$ cat src/rtl/fetch_pkg.sv
// -----------------------------------------------------------------------------
// fetch_pkg
// Shared types and constants for the instruction-fetch front end.
//   INST_W / ADDR_W   : instruction and address widths
//   DEFAULT_RESET_PC  : default first fetch address after reset
//   PC_INCR           : byte distance between sequential instructions
//   fetch_entry_t     : one prefetch FIFO entry {word, pc}
//   align_pc()        : forces a byte address onto a word boundary
// -----------------------------------------------------------------------------
package fetch_pkg;

    localparam int INST_W  = 32;
    localparam int ADDR_W  = 32;
    localparam int ENTRY_W = INST_W + ADDR_W;

    localparam logic [ADDR_W-1:0] DEFAULT_RESET_PC = 32'h0000_0000;
    localparam logic [ADDR_W-1:0] PC_INCR          = 32'd4;

    typedef struct packed {
        logic [INST_W-1:0] word;
        logic [ADDR_W-1:0] pc;
    } fetch_entry_t;

    function automatic logic [ADDR_W-1:0] align_pc(input logic [ADDR_W-1:0] addr);
        return {addr[ADDR_W-1:2], 2'b00};
    endfunction

endpackage

$ cat src/rtl/fetch_fifo.sv
// -----------------------------------------------------------------------------
// fetch_fifo
// Show-ahead synchronous FIFO holding prefetched {word, pc} entries.
// Ports:
//   clk, rst        : clock, asynchronous active-high reset
//   i_push/i_push_data : write one entry at the tail
//   i_pop           : consume the head (ignored when empty)
//   i_flush         : drop every entry; wins over a same-cycle push
//   o_pop_accepted  : the pop this cycle took an entry (also true under flush)
//   o_count         : occupancy, 0..DEPTH
//   o_head          : entry at the head (meaningful only when o_count != 0)
// DEPTH must be a power of two so the pointers wrap naturally.
// -----------------------------------------------------------------------------
module fetch_fifo
    import fetch_pkg::*;
#(
    parameter int DEPTH = 4,
    localparam int AW   = $clog2(DEPTH),
    localparam int CW   = AW + 1
) (
    input  logic               clk,
    input  logic               rst,
    input  logic               i_push,
    input  logic [ENTRY_W-1:0] i_push_data,
    input  logic               i_pop,
    input  logic               i_flush,
    output logic               o_pop_accepted,
    output logic [CW-1:0]      o_count,
    output logic [ENTRY_W-1:0] o_head
);

    logic [ENTRY_W-1:0] r_mem [DEPTH];
    logic [AW-1:0]      r_wr_ptr;
    logic [AW-1:0]      r_rd_ptr;
    logic [CW-1:0]      r_count;

    logic w_empty;
    logic w_full;
    logic w_pop_acc;
    logic w_push_acc;

    assign w_empty   = (r_count == '0);
    assign w_full    = (r_count == CW'(DEPTH));
    assign w_pop_acc = i_pop & ~w_empty;
    // A full FIFO can still take a push when the head leaves in the same cycle.
    assign w_push_acc = i_push & ~i_flush & (~w_full | w_pop_acc);

    always_ff @(posedge clk or posedge rst) begin
        if (rst) begin
            r_wr_ptr <= '0;
            r_rd_ptr <= '0;
            r_count  <= '0;
        end else if (i_flush) begin
            r_wr_ptr <= '0;
            r_rd_ptr <= '0;
            r_count  <= '0;
        end else begin
            if (w_push_acc) begin
                r_wr_ptr <= r_wr_ptr + 1'b1;
            end
            if (w_pop_acc) begin
                r_rd_ptr <= r_rd_ptr + 1'b1;
            end
            case ({w_push_acc, w_pop_acc})
                2'b10:   r_count <= r_count + 1'b1;
                2'b01:   r_count <= r_count - 1'b1;
                default: r_count <= r_count;
            endcase
        end
    end

    // Storage needs no reset: occupancy alone decides what is visible.
    always_ff @(posedge clk) begin
        if (w_push_acc) begin
            r_mem[r_wr_ptr] <= i_push_data;
        end
    end

    assign o_pop_accepted = w_pop_acc;
    assign o_count        = r_count;
    assign o_head         = r_mem[r_rd_ptr];

endmodule

$ cat src/rtl/inst_fetch_unit.sv
// -----------------------------------------------------------------------------
// inst_fetch_unit
// Instruction-fetch front end for the single-cycle MIPS core. Owns the fetch
// PC, drives a synchronous instruction memory (address in cycle N, data in
// N+1), buffers returned words in a prefetch FIFO and hands them to the core
// with a valid/ready handshake. A redirect flushes buffered and in-flight work.
// Ports:
//   clk, rst                 : clock, asynchronous active-high reset
//   imem_req, imem_addr      : fetch strobe and word-aligned fetch address
//   imem_rdata               : word for the address issued last cycle
//   redirect_valid/_pc       : taken branch/jump target from the core
//   inst_valid, inst_ready   : handshake for the FIFO head
//   inst, inst_pc, inst_pc4  : head word, its address, address + 4 (0 when idle)
//   perf_stall_cnt/_flush_cnt: only with FETCH_PERF_CNT_EN defined; saturating
//                              counts of idle-output cycles and redirect cycles
// Optional feature macro: FETCH_PERF_CNT_EN
// -----------------------------------------------------------------------------
module inst_fetch_unit
    import fetch_pkg::*;
#(
    parameter logic [31:0] RESET_PC   = DEFAULT_RESET_PC,
    parameter int          FIFO_DEPTH = 4
) (
    input  logic        clk,
    input  logic        rst,
    output logic        imem_req,
    output logic [31:0] imem_addr,
    input  logic [31:0] imem_rdata,
    input  logic        redirect_valid,
    input  logic [31:0] redirect_pc,
    output logic        inst_valid,
    input  logic        inst_ready,
    output logic [31:0] inst,
    output logic [31:0] inst_pc,
    output logic [31:0] inst_pc4
`ifdef FETCH_PERF_CNT_EN
    ,
    output logic [31:0] perf_stall_cnt,
    output logic [15:0] perf_flush_cnt
`endif
);

    localparam int CW = $clog2(FIFO_DEPTH) + 1;

    logic [ADDR_W-1:0] r_fetch_pc;
    logic              r_pending;
    logic [ADDR_W-1:0] r_pending_pc;

    logic [CW-1:0]      w_count;
    logic [CW-1:0]      w_credit_used;
    logic               w_issue;
    logic               w_capture;
    logic               w_inst_valid;
    logic [ENTRY_W-1:0] w_push_data;
    logic [ENTRY_W-1:0] w_head_raw;
    fetch_entry_t       w_push_entry;
    fetch_entry_t       w_head_entry;
    logic               w_pop_acc_unused;

    // Credit counts the in-flight fetch so a full FIFO never drops a response.
    // A pop in the same cycle does not free credit; it shows up next cycle.
    assign w_credit_used = w_count + CW'(r_pending);
    assign w_issue       = ~rst & ~redirect_valid & (w_credit_used < CW'(FIFO_DEPTH));

    // The response arriving during a redirect belongs to the old stream.
    assign w_capture = r_pending & ~redirect_valid;

    always_ff @(posedge clk or posedge rst) begin
        if (rst) begin
            r_fetch_pc   <= RESET_PC;
            r_pending    <= 1'b0;
            r_pending_pc <= '0;
        end else if (redirect_valid) begin
            r_fetch_pc <= align_pc(redirect_pc);
            r_pending  <= 1'b0;
        end else if (w_issue) begin
            r_fetch_pc   <= r_fetch_pc + PC_INCR;
            r_pending    <= 1'b1;
            r_pending_pc <= r_fetch_pc;
        end else begin
            r_pending <= 1'b0;
        end
    end

    assign w_push_entry.word = imem_rdata;
    assign w_push_entry.pc   = r_pending_pc;
    assign w_push_data       = w_push_entry;

    fetch_fifo #(
        .DEPTH (FIFO_DEPTH)
    ) u_fifo (
        .clk            (clk),
        .rst            (rst),
        .i_push         (w_capture),
        .i_push_data    (w_push_data),
        .i_pop          (inst_ready),
        .i_flush        (redirect_valid),
        .o_pop_accepted (w_pop_acc_unused),
        .o_count        (w_count),
        .o_head         (w_head_raw)
    );

    assign w_head_entry = fetch_entry_t'(w_head_raw);
    assign w_inst_valid = (w_count != '0);

    assign imem_req   = w_issue;
    assign imem_addr  = r_fetch_pc;
    assign inst_valid = w_inst_valid;
    // Head fields are masked so stale storage never leaks onto the core bus.
    assign inst       = w_inst_valid ? w_head_entry.word : '0;
    assign inst_pc    = w_inst_valid ? w_head_entry.pc : '0;
    assign inst_pc4   = w_inst_valid ? (w_head_entry.pc + PC_INCR) : '0;

`ifdef FETCH_PERF_CNT_EN
    logic [31:0] r_stall_cnt;
    logic [15:0] r_flush_cnt;

    always_ff @(posedge clk or posedge rst) begin
        if (rst) begin
            r_stall_cnt <= '0;
            r_flush_cnt <= '0;
        end else begin
            if (~w_inst_valid && (r_stall_cnt != '1)) begin
                r_stall_cnt <= r_stall_cnt + 1'b1;
            end
            if (redirect_valid && (r_flush_cnt != '1)) begin
                r_flush_cnt <= r_flush_cnt + 1'b1;
            end
        end
    end

    assign perf_stall_cnt = r_stall_cnt;
    assign perf_flush_cnt = r_flush_cnt;
`endif

endmodule

$ cat config.mk
export PLATFORM = sky130hd
export DESIGN_NAME = inst_fetch_unit
export DESIGN_NICKNAME = d
export VERILOG_FILES = /design/src/rtl/fetch_pkg.sv /design/src/rtl/fetch_fifo.sv /design/src/rtl/inst_fetch_unit.sv
export SDC_FILE = /design/constraint.sdc
export NUM_CORES = 1
export LEC_CHECK = 0
export CAP_MARGIN = 0
export CORE_MARGIN = 2
export CORE_UTILIZATION = 48
export DETAILED_ROUTE_END_ITERATION = 8
export PLACE_DENSITY_LB_ADDON = 0.1
export SYNTH_ARGS = -nofsm -noshare
export SYNTH_HDL_FRONTEND = slang
export SYNTH_SLANG_ARGS = --single-unit
export TNS_END_PERCENT = 30
$ cat constraint.sdc
create_clock -name clk -period 4.6 [get_ports clk]
set_input_delay 1.15 -clock clk [delete_from_list [all_inputs] [get_ports clk]]
set_output_delay 1.15 -clock clk [all_outputs]
set_load 0.1 [all_outputs]
==> summary by stage <==
Logic synthesis
The Yosys warning count is 0. The fraction of registers with async set/reset is 21.5%. The post-synthesis cell count is 849. In the synthesized netlist the dominant register cell turns out to be sky130_fd_sc_hd__edfxtp_1. The flip-flop and latch count after synthesis is 316. The mean instance size in the synthesized netlist is 16.1 sq um. The synthesized netlist contains 58 unique library cells. By area the synthesized netlist is led by sky130_fd_sc_hd__edfxtp_1 (55%), sky130_fd_sc_hd__dfrtp_1 (12%), sky130_fd_sc_hd__mux4_2 (8.8%). The fraction of synthesized cell area taken by the top area cell type is 54.6%. The sequential cell area fraction in the yosys report is 67.1%. The count of flip-flops with a built-in enable after synthesis is 248. The post-synthesis cell type with the largest combined area is sky130_fd_sc_hd__edfxtp_1.

The cell area that synthesis handed to floorplanning was 0.0136 sq mm.

Hold path
The hold path startpoint is r_pending_pc[22]. The cell count of the worst hold path is 0. The tightest min-delay check is of the reg -> reg type. The end point of the worst hold path is u_fifo.r_mem[0][22].

Power and ir drop
The peak ir drop on the vdd network is 0.000229 V. The leakage power figure is 6.02 nW. Total power for the finished layout comes to 8.03 mW.

Power spread over the standard cell area amounts to 466 mW/mm^2.

Timing
For the pin with the worst max-slew slack, the measured transition is 1000 ps. The count of pins over their slew limit is 0. The total setup violations reported at the end of the flow is 0. The highest clock frequency the design can meet is 0.225 GHz.

Headroom to the max-slew limit came out at 33.0%. Setup repair after global routing left no endpoint under its margin. The ratio of final minimum period to clock period is 96.7%. The total negative slack for setup checks is 0 ps.

The number of hold violations in the final report is 0. The worst clock skew is 8.59 ps. The time the final worst path needs with I/O delays and setup is 4450 ps.

Across all hold checks on the routed design, the worst slack comes to 513 ps.

Detailed routing
After the first detailed-routing iteration, the DRC count stood at 637. The remaining antenna violation count after routing is 0. The total vias in the final route is 7,886. The final layout contains routed wiring with a total length of 29,100 um.

Before antenna repair, the detailed router went through 5 iterations. The average vias per placed instance is 5.39. After detailed routing, the average wire length per cell comes to 19.9 um.

The post-detailed-route DRC marker count is 0.

Setup path
The origin of the critical flop-to-flop path is u_fifo.o_count[0]. The classification of the worst setup path is reg -> out. The required time of the worst setup path is 3450 ps. The startpoint kind of the worst setup timing path is a flop.

Data arrives at the worst endpoint at 3300 ps. The maximum net fanout on the critical path is 9. The endpoint of the lowest-slack register-to-register path is u_fifo.o_count[2]. The internal reg-to-reg setup slack is 1840 ps.

The worst setup path is captured at an output pin. The worst reg-to-reg path cell count is 10.

Global route
The first global-routing pass estimated 45,000 um of wire. For this run the aggregate overflow at the end of global routing stands at 0. The number of antenna violations at the first check in global routing is 0. Global routing used 19.4% of the available tracks.

The via count of the first global-routing pass is 7,815. The maximum number of pins on one net before global-route repair is 71.

Cells and area
The share of final-layout standard cells stronger than drive strength 1 is 26.6%. For this run, the post-layout net count is 1,135. At the end of the flow the core is filled with cells to 61.8%. The number of antenna cells inserted is 0. Compared with the post-synthesis result, the final layout area differs by 26.2%.

Outcome
The flow ran to the end, and the final reports show no timing, DRC or antenna violations.

Clocking
Clock tree synthesis selected as its root buffer the cell sky130_fd_sc_hd__clkbuf_16. In this run the deepest clock path goes through 3 buffers. The clock net in this run drives a total of 316 sinks.

The number of hold buffers added after CTS was 0. TritonCTS built the clock tree. The later pin in the worst-skew pair is clocked with a latency of 500 ps. The clock transition at the registers of the reported paths is 60 ps.

Buffers inserted during clock tree synthesis total 34. The number of H-tree levels is 2.

Place
In this run the tool buffered the top-level ports with 189 buffer cells. The congestion estimate from routability-driven global placement came to 0.778. The HPWL after detailed placement is 18,900 um.

Job
Across the run, the number of max-cap violations was 0.

Die
The die is 173 um wide. The initialized floorplan defines 61 standard-cell rows. The die covers 0.0298 sq mm. The total core area is 0.0279 sq mm. The starting utilization of the core area is 49.0%. Pin placement for this block handled 198 I/O pins. The die span in y is 173 um.
cell families (layout without fill, tap and decap cells):
kind of cell	Yosys count	after routing	share of synthesized area [%]
AOI/OAI and AO/OA	76	76	3.44
DFF	316	316	67.1
adders and majority gates	7	7	0.697
muxes	103	103	13.8
and+or+nand+nor	239	240	9.84
xor gates and xnor gates	40	40	2.57
other	1	6	0.0275
buffers and inverters	67	297	2.50
layout make-up:
type | count | area [sq um]
Clock inverter | 16 | 126
Multi-Input combinational cell | 472 | 4210
Clock buffer | 45 | 933
Timing Repair Buffer | 217 | 2240
Sequential cell | 316 | 9150
Fill cell | 2115 | 10700
Tap cell | 378 | 473
Inverter | 19 | 75.1
how the worst max path moves through the flow:
stage / depth (start not counted) / startpoint / end
4_1_cts: 7 / u_fifo.r_rd_ptr[0] / inst_pc4[27]
6_report: 8 / u_fifo.r_rd_ptr[0] / inst_pc4[22]
5_1_grt: 8 / u_fifo.r_rd_ptr[0] / inst_pc4[26]
3_3_place_gp: 7 / u_fifo.r_rd_ptr[0] / inst_pc4[22]
3_5_place_dp: 7 / u_fifo.r_rd_ptr[0] / inst_pc4[22]
2_1_floorplan: 9 / u_fifo.r_rd_ptr[0] / inst_pc4[30]
state kept, by name, summed over array words and instances (netlist names):
register / count
u_fifo.r_mem: 248
imem_addr: 30
r_pending_pc: 30
u_fifo.o_count: 3
u_fifo.r_rd_ptr: 2
u_fifo.r_wr_ptr: 2
r_pending: 1
report_power, final:
group / total (mW) / switching [mW] / internal [mW] / leakage [nW]
clock network: 2.58 / 1.04 / 1.54 / 0.516
registers: 3.44 / 0.160 / 3.28 / 3.08
logic: 2.01 / 1.43 / 0.577 / 2.42
routing by layer:
metal | wire, um | vias to the layer above | global-route usage, %
met5 | 0 | - | 0
met1 | 13500 | 3941 | 28.2
met3 | 1520 | 37 | 4.00
li1 | - | 3678 | -
met2 | 13700 | 230 | 30.3
met4 | 477 | 0 | 4.81
stage by stage:
| step | worst slack, ps | std cells | cell area, sq um |
|---|---|---|---|
| finish | 153 | 1463 | 17200 |
| global route | 26.4 | 1463 | 17200 |
| CTS | 5.43 | 1453 | 17100 |
| detailed placement | 425 | 1392 | 16000 |
| global placement | 432 | 1392 | 16000 |
| floorplan | -111 | 854 | 13700 |
critical path, stage by stage, from the launching register on:
cell and delay (ps):
sky130_fd_sc_hd__dfrtp_4 550, sky130_fd_sc_hd__buf_12 170, sky130_fd_sc_hd__mux4_1 400, sky130_fd_sc_hd__ha_1 190
sky130_fd_sc_hd__and3_2 310, sky130_fd_sc_hd__nand2_2 180, sky130_fd_sc_hd__nor4b_1 390, sky130_fd_sc_hd__mux2_2 410
sky130_fd_sc_hd__buf_12 170
synth_stat cells (6+ instances only):
cell / instances
sky130_fd_sc_hd__edfxtp_1: 248
sky130_fd_sc_hd__and2_1: 68
sky130_fd_sc_hd__dfrtp_1: 68
sky130_fd_sc_hd__mux4_2: 53
sky130_fd_sc_hd__nand2_1: 47
sky130_fd_sc_hd__mux2_2: 38
sky130_fd_sc_hd__nor2_1: 36
sky130_fd_sc_hd__o21ai_0: 36
sky130_fd_sc_hd__clkbuf_1: 21
sky130_fd_sc_hd__xor2_1: 21
sky130_fd_sc_hd__inv_1: 19
sky130_fd_sc_hd__xnor2_1: 19
sky130_fd_sc_hd__nand4_1: 17
sky130_fd_sc_hd__nand3_1: 16
sky130_fd_sc_hd__a21oi_1: 15
sky130_fd_sc_hd__nor3_1: 14
sky130_fd_sc_hd__buf_2: 10
sky130_fd_sc_hd__buf_4: 8
sky130_fd_sc_hd__mux4_1: 8
sky130_fd_sc_hd__or3_1: 7
sky130_fd_sc_hd__ha_1: 6
sky130_fd_sc_hd__or4_1: 6
cell usage in the layout (no fill, tap or decap), types with 7 or more instances in the layout:
master and count:
sky130_fd_sc_hd__nand2_1 46, sky130_fd_sc_hd__clkbuf_1 8, sky130_fd_sc_hd__mux2_2 38, sky130_fd_sc_hd__nand4_1 17
sky130_fd_sc_hd__clkbuf_16 35, sky130_fd_sc_hd__xnor2_1 19, sky130_fd_sc_hd__buf_12 30, sky130_fd_sc_hd__clkinv_1 8
sky130_fd_sc_hd__or3_1 7, sky130_fd_sc_hd__inv_1 17, sky130_fd_sc_hd__a21oi_1 13, sky130_fd_sc_hd__o21ai_0 36
sky130_fd_sc_hd__and2_1 64, sky130_fd_sc_hd__mux4_2 55, sky130_fd_sc_hd__xor2_1 21, sky130_fd_sc_hd__dfrtp_1 66
sky130_fd_sc_hd__nor2_1 35, sky130_fd_sc_hd__buf_4 92, sky130_fd_sc_hd__edfxtp_1 248, sky130_fd_sc_hd__clkdlybuf4s50_1 94
sky130_fd_sc_hd__nor3_1 13, sky130_fd_sc_hd__nand3_1 16
what timing repair did:
item                                    in CTS  in global routing
resized for setup                            1                  6
endpoints found under the setup margin       2                  8
gates cloned                                 0                  1
pin swaps                                    1                  1
setup buffers                                0                  9
No activity file was read; power rests on OpenSTA's default activity.
